--- src/rtl/regfile_port_scheduler_if.sv ---
// ---------------------------------------------------------------------------
// regfile_port_scheduler_if
//
// Writeback request bus between NUM_REQ writeback units and the register
// file port scheduler. Each requester owns one slice of the packed vectors.
//
//   req_valid [NUM_REQ]                requester i has a write pending
//   req_addr  [NUM_REQ*REG_ADDR_SIZE]  destination of requester i
//                                      (slice i at [i*REG_ADDR_SIZE +: REG_ADDR_SIZE])
//   req_data  [NUM_REQ*WORD_SIZE]      write data of requester i (slice i)
//   req_ready [NUM_REQ]                one-hot grant; transfer on valid & ready
//
// master : the writeback units (drive valid/addr/data, observe ready)
// slave  : the scheduler (observe valid/addr/data, drive ready)
// ---------------------------------------------------------------------------
interface regfile_port_scheduler_if #(
  parameter int WORD_SIZE     = 64,
  parameter int REG_ADDR_SIZE = 4,
  parameter int NUM_REQ       = 2
);
  logic [NUM_REQ-1:0]               req_valid;
  logic [NUM_REQ*REG_ADDR_SIZE-1:0] req_addr;
  logic [NUM_REQ*WORD_SIZE-1:0]     req_data;
  logic [NUM_REQ-1:0]               req_ready;

  modport master (
    output req_valid,
    output req_addr,
    output req_data,
    input  req_ready
  );

  modport slave (
    input  req_valid,
    input  req_addr,
    input  req_data,
    output req_ready
  );
endinterface

--- src/rtl/regfile_port_scheduler.sv ---
// ---------------------------------------------------------------------------
// regfile_port_scheduler
//
// Owns the single write port of the shared register file. Writeback units
// compete for it through a round-robin arbiter; the winning request is
// registered onto rf_write/rf_data and commits in the register file one
// edge later. Alongside, a pending-write scoreboard lets the issue stage
// detect read-after-write hazards on two read addresses.
//
// Ports:
//   clk, rst     clock and synchronous active-high reset
//   wb           writeback request bus (slave side)
//   issue_valid  issue stage reserves destination issue_addr this cycle
//   issue_addr   destination being reserved
//   flush        drop every reservation
//   r1, r2       read addresses under hazard check
//   busy1, busy2 r1 / r2 has a pending write (combinational from state)
//   rf_en        register file enable, held high outside reset
//   rf_write     register file write address (0 = idle, write discarded)
//   rf_data      register file write data
// ---------------------------------------------------------------------------
module regfile_port_scheduler #(
  parameter int WORD_SIZE     = 64,
  parameter int REG_ADDR_SIZE = 4,
  parameter int NUM_REQ       = 2
) (
  input  logic                     clk,
  input  logic                     rst,
  regfile_port_scheduler_if.slave  wb,
  input  logic                     issue_valid,
  input  logic [REG_ADDR_SIZE-1:0] issue_addr,
  input  logic                     flush,
  input  logic [REG_ADDR_SIZE-1:0] r1,
  input  logic [REG_ADDR_SIZE-1:0] r2,
  output logic                     busy1,
  output logic                     busy2,
  output logic                     rf_en,
  output logic [REG_ADDR_SIZE-1:0] rf_write,
  output logic [WORD_SIZE-1:0]     rf_data
);

  localparam int PTR_W    = (NUM_REQ > 1) ? $clog2(NUM_REQ) : 1;
  localparam int NUM_REGS = 1 << REG_ADDR_SIZE;

  // Pointer holds the most recently granted requester; scanning starts one past it.
  logic [PTR_W-1:0]         ptr_q, ptr_d;
  logic                     rf_en_q, rf_en_d;
  logic [REG_ADDR_SIZE-1:0] rf_write_q, rf_write_d;
  logic [WORD_SIZE-1:0]     rf_data_q, rf_data_d;
  logic [NUM_REGS-1:0]      sb_q, sb_d;

  logic [NUM_REQ-1:0]       grant;
  logic [PTR_W-1:0]         grant_idx;
  logic [PTR_W-1:0]         scan_idx;
  logic                     found;
  logic [REG_ADDR_SIZE-1:0] sel_addr;
  logic [WORD_SIZE-1:0]     sel_data;

  // ---- arbitration stage: round-robin scan from ptr_q+1 ----
  always_comb begin
    grant     = '0;
    grant_idx = ptr_q;
    scan_idx  = '0;
    found     = 1'b0;
    for (int i = 1; i <= NUM_REQ; i++) begin
      scan_idx = PTR_W'((int'(ptr_q) + i) % NUM_REQ);
      // Ready is derived from valids and the pointer only, never from ready itself.
      if (!found && !rst && wb.req_valid[scan_idx]) begin
        found           = 1'b1;
        grant[scan_idx] = 1'b1;
        grant_idx       = scan_idx;
      end
    end
  end

  assign wb.req_ready = grant;

  always_comb begin
    sel_addr = '0;
    sel_data = '0;
    for (int i = 0; i < NUM_REQ; i++) begin
      if (grant[i]) begin
        sel_addr = wb.req_addr[i*REG_ADDR_SIZE +: REG_ADDR_SIZE];
        sel_data = wb.req_data[i*WORD_SIZE +: WORD_SIZE];
      end
    end
  end

  // ---- next-state stage: write port register and scoreboard ----
  always_comb begin
    rf_en_d    = 1'b1;
    rf_write_d = found ? sel_addr : '0;
    rf_data_d  = found ? sel_data : '0;
    ptr_d      = found ? grant_idx : ptr_q;

    sb_d = sb_q;
    // The write sitting in rf_write commits this edge, so its reservation retires.
    sb_d[rf_write_q] = 1'b0;
    // A same-edge reservation of that address is a newer writer and must win.
    if (issue_valid) begin
      sb_d[issue_addr] = 1'b1;
    end
    if (flush) begin
      sb_d = '0;
    end
    sb_d[0] = 1'b0;
  end

  always_ff @(posedge clk) begin
    if (rst) begin
      rf_en_q    <= 1'b0;
      rf_write_q <= '0;
      rf_data_q  <= '0;
      ptr_q      <= PTR_W'(NUM_REQ - 1);
      sb_q       <= '0;
    end else begin
      rf_en_q    <= rf_en_d;
      rf_write_q <= rf_write_d;
      rf_data_q  <= rf_data_d;
      ptr_q      <= ptr_d;
      sb_q       <= sb_d;
    end
  end

  // ---- output stage ----
  assign rf_en    = rf_en_q;
  assign rf_write = rf_write_q;
  assign rf_data  = rf_data_q;
  // Entry 0 of the scoreboard is always clear, so r=0 never reports busy.
  assign busy1    = sb_q[r1];
  assign busy2    = sb_q[r2];

endmodule

--- src/flat_wrapper.sv ---
// flat-port wrapper written by rule: the top's interface ports become plain ports
module regfile_port_scheduler_flat 
#(
  parameter int WORD_SIZE     = 64,
  parameter int REG_ADDR_SIZE = 4,
  parameter int NUM_REQ       = 2
)
  (clk, rst, issue_valid, issue_addr, flush, r1, r2, busy1, busy2, rf_en, rf_write, rf_data, wb_req_valid, wb_req_addr, wb_req_data, wb_req_ready);
  regfile_port_scheduler_if #(.WORD_SIZE(WORD_SIZE), .REG_ADDR_SIZE(REG_ADDR_SIZE), .NUM_REQ(NUM_REQ)) wb_i ();
  input  logic clk;
  input  logic rst;
  input  logic issue_valid;
  input  logic [REG_ADDR_SIZE-1:0] issue_addr;
  input  logic flush;
  input  logic [REG_ADDR_SIZE-1:0] r1;
  input  logic [REG_ADDR_SIZE-1:0] r2;
  output logic busy1;
  output logic busy2;
  output logic rf_en;
  output logic [REG_ADDR_SIZE-1:0] rf_write;
  output logic [WORD_SIZE-1:0] rf_data;
  input wire logic [$bits(wb_i.req_valid)-1:0] wb_req_valid;
  input wire logic [$bits(wb_i.req_addr)-1:0] wb_req_addr;
  input wire logic [$bits(wb_i.req_data)-1:0] wb_req_data;
  output wire logic [$bits(wb_i.req_ready)-1:0] wb_req_ready;
  assign wb_i.req_valid = wb_req_valid;
  assign wb_i.req_addr = wb_req_addr;
  assign wb_i.req_data = wb_req_data;
  assign wb_req_ready = wb_i.req_ready;
  regfile_port_scheduler #(.WORD_SIZE(WORD_SIZE), .REG_ADDR_SIZE(REG_ADDR_SIZE), .NUM_REQ(NUM_REQ)) u_core (.clk(clk), .rst(rst), .wb(wb_i), .issue_valid(issue_valid), .issue_addr(issue_addr), .flush(flush), .r1(r1), .r2(r2), .busy1(busy1), .busy2(busy2), .rf_en(rf_en), .rf_write(rf_write), .rf_data(rf_data));
endmodule
--- config.mk ---
export PLATFORM = sky130hd
export DESIGN_NAME = regfile_port_scheduler_flat
export DESIGN_NICKNAME = d
export VERILOG_FILES = /design/src/rtl/regfile_port_scheduler_if.sv /design/src/rtl/regfile_port_scheduler.sv /design/src/flat_wrapper.sv
export SDC_FILE = /design/constraint.sdc
export NUM_CORES = 1
export LEC_CHECK = 0
export CAP_MARGIN = 40
export CORE_UTILIZATION = 37
export DETAILED_ROUTE_END_ITERATION = 8
export HOLD_SLACK_MARGIN = 0.08
export PLACE_DENSITY = 0.83
export SYNTH_ARGS = -nofsm -noshare
export SYNTH_HDL_FRONTEND = slang
export SYNTH_SLANG_ARGS = --single-unit
export TNS_END_PERCENT = 1
--- constraint.sdc ---
create_clock -name clk -period 4.69 [get_ports clk]
set_clock_uncertainty 0.15 [all_clocks]
set_input_delay 1.407 -clock clk [delete_from_list [all_inputs] [get_ports clk]]
set_output_delay 1.407 -clock clk [all_outputs]
set_load 0.02 [all_outputs]
==> run metrics <==
HP Class=reg -> reg; Worst setup startpoint=r1[2]; Final Hold Vio Count=0; WL final=10.4 mm; Seq/Total Area, Yosys=55.7%; initial antenna violation count=0; share of cells above drive strength 1=5.43%; Pleak=2.14 nW; Ys Warns=0; number of global-route vias before repair=3108; hold path start=u_core.sb_q[12]; crit path buf inv count=3; post-synthesis mux area share=5.00%; wire length of the first global-routing pass=15.5 mm; Layout Cells excl Fill=599; Post-DRT Antenna Nets=0; Synth-to-Final Area Change=82.5%; via count=3109; Fin Hold WS=347 ps; I/O Pins=227; Die Wd=92.8 µm; CP Capture Type=primary output; number of post-CTS setup repair buffers=0; Post-Synthesis Cell Area=3050 µm²; area share of fa/ha/maj cells after synthesis=0%; final worst slack=99.3 ps; crit-path most repeated cell=a31oi_1; total die area=8620 µm²; status=finished clean; TritonCTS clock tree=done; initial core utilization=38.9%; Worst Max-Slew Pin Slew=703 ps; DRC=0; Relative slew margins=53.1%; synth unique cells=26; fraction of the mapped netlist area in simple logic gates=8.11%; Place WS=-201 ps; Synth Area in Compound Gates=26.9%; DR WL/cell=17.4 µm; TritonCTS buffer count=9; clk buf depth=2; largest net degree at the start of global routing=69; FILL cells=594; main combinational cell family by area after synthesis=compound AO/OA/AOI/OAI gates; H-tree Lvls=3; port bufs=226; family with the most delay on the worst path=buffers and inverters; CP max-delay cell=clkdlybuf4s50_1; CP max stage delay=560 ps; CP Class=in -> out; Inst Count DP=583; DP HPWL=8.06 mm; final worst-path cycle share=97.9%; Final Wtd Congestion=0.917; max-cap violations=0; commonest non-fill, non-tap cell in the layout=clkdlybuf4s50_1; CP startpoint kind=input pin; First DRT Iteration DRCs=81; Worst EP required=3130 ps; total grt overflow=0; pins over their slew limit=0; FP Rows=32; Root Buffer=clkbuf_8; Max Clk Rate=0.218 GHz; final setup vio count=0; Final Critical Period=4590 ps; Worst R2R Start=u_core.ptr_q; commonest non-fill, non-tap cells in the layout=clkdlybuf4s50_1 (223), dfxtp_1 (85), a22o_1 (68), nand2_1 (16), a21oi_1 (15); CP arrival=3030 ps; core area=7850 µm²; clock transition at the registers of the reported paths=70 ps; Via density=5.19; Critical Path Fanout Max=4; CP Cell Sequence=clkdlybuf4s50_1 -> buf_4 -> nor4bb_1 -> a31oi_1 -> a31oi_1 -> clkdlybuf4s15_1; Initial DRT Pass Iterations=4; die height=92.8 µm; Synth Register Bits=85; cells after synthesis=270; Clk Latency, worst-skew pair=330 ps; RSZ-0062 raised after global routing=no; GRT Overall Usage=23.6%; fin nets=646; Post-Synth XOR/XNOR Area=0%; Ant. Diodes=0; Worst IR Drop VDD=170 µV; Post-CTS Hold Buffers=0; PD cells=302 nW/µm²; Mapped Avg Cell Area=11.3 µm²; Sink Count=85; Synth Net Count=424
## cells in the mapped netlist, drive strengths merged
cell     n  area [µm²]
nor2     2        7.51
a31oi    4        25.0
a21oi   15        75.1
o31ai    6        45.0
nor4bb   2        20.0
and3b    2        17.5
a22o    68         596
mux4     4        90.1
nor2b    2        12.5
dfxtp   85        1700
or2      1        6.26
o21ai   10        50.1
mux2i    4        40.0
nand2   16        60.1
clkbuf   2        7.51
o22ai    2        12.5
o22a     2        17.5
mux2     2        22.5
nand3    3        15.0
nand2b  11        68.8
nand3b   2        15.0
and3     4        25.0
buf     18         111
inv      3        11.3
## final timing paths
path / to / slack [ps] / cells past startpoint
setup / recovery: busy1 / 100 / 6
hold / removal: u_core.sb_q[12] / 350 / 2
setup reg to reg: u_core.rf_data[9] / 3000 / 4
hold reg to reg: u_core.sb_q[12] / 350 / 2
## what timing repair did
action,CTS,global route
setup endpoints to repair,2,2
cloned,0,0
gates resized for setup,2,2
## cell type report
type / count / area [µm²] / area share, %
multi-input combinational: 162 / 1220 / 22.0
sequential: 85 / 1700 / 30.5
clock inverter: 4 / 72.6 / 1.30
inverter: 3 / 11.3 / 0.202
tap: 102 / 128 / 2.29
clock buffer: 12 / 135 / 2.42
timing repair buffer: 231 / 2300 / 41.3
## sequential cells by signal (all words and copies together) (netlist names)
| signal | count |
|---|---|
| u_core.sb_q | 15 |
| u_core.rf_en | 1 |
| u_core.rf_data | 64 |
| u_core.rf_write | 4 |
| u_core.ptr_q | 1 |
## worst min-delay path, delay by kind of cell, from the launching register on
family / cells / cell delay (ps)
DFF: 1 / 330
AOI/OAI and AO/OA: 2 / 130
## where the power goes
part           internal [W]  switching, W  leakage (nW)
clock network      0.000300      0.000244         0.101
registers          0.000763     0.0000159         0.700
logic              0.000220      0.000140          1.33
## metal layers
metal / part of all wire [%] / GRT usage (%) / vias up / wire length (µm)
met3: 9.8 / 8.21 / 22 / 1030
met2: 52 / 42.2 / 167 / 5440
met1: 36 / 24.9 / 1461 / 3710
met5: 0 / 0 / - / 0
li1: - / - / 1459 / -
met4: 2.4 / 10.1 / 0 / 247
## through the flow
| step | total power, W | cell area [µm²] | TNS [ps] | utilization (%) |
|---|---|---|---|---|
| floorplan | 0.000925 | 3050 | 0 | - |
| global placement | 0.00115 | 5360 | -248 | 68.4 |
| detailed placement | 0.00116 | 5360 | -377 | 68.4 |
| CTS | 0.00170 | 5570 | 0 | 71.0 |
| global route | 0.00176 | 5570 | 0 | 71.0 |
| finish | 0.00168 | 5570 | 0 | 71.0 |
## kinds of logic after synthesis
family                 Yosys count
AO/OA/AOI/OAI                  107
flip-flops                      85
AND/OR/NAND/NOR                 45
buffers and inverters           23
multiplexers                    10
Note: power is estimated with default switching activity, not from simulation.
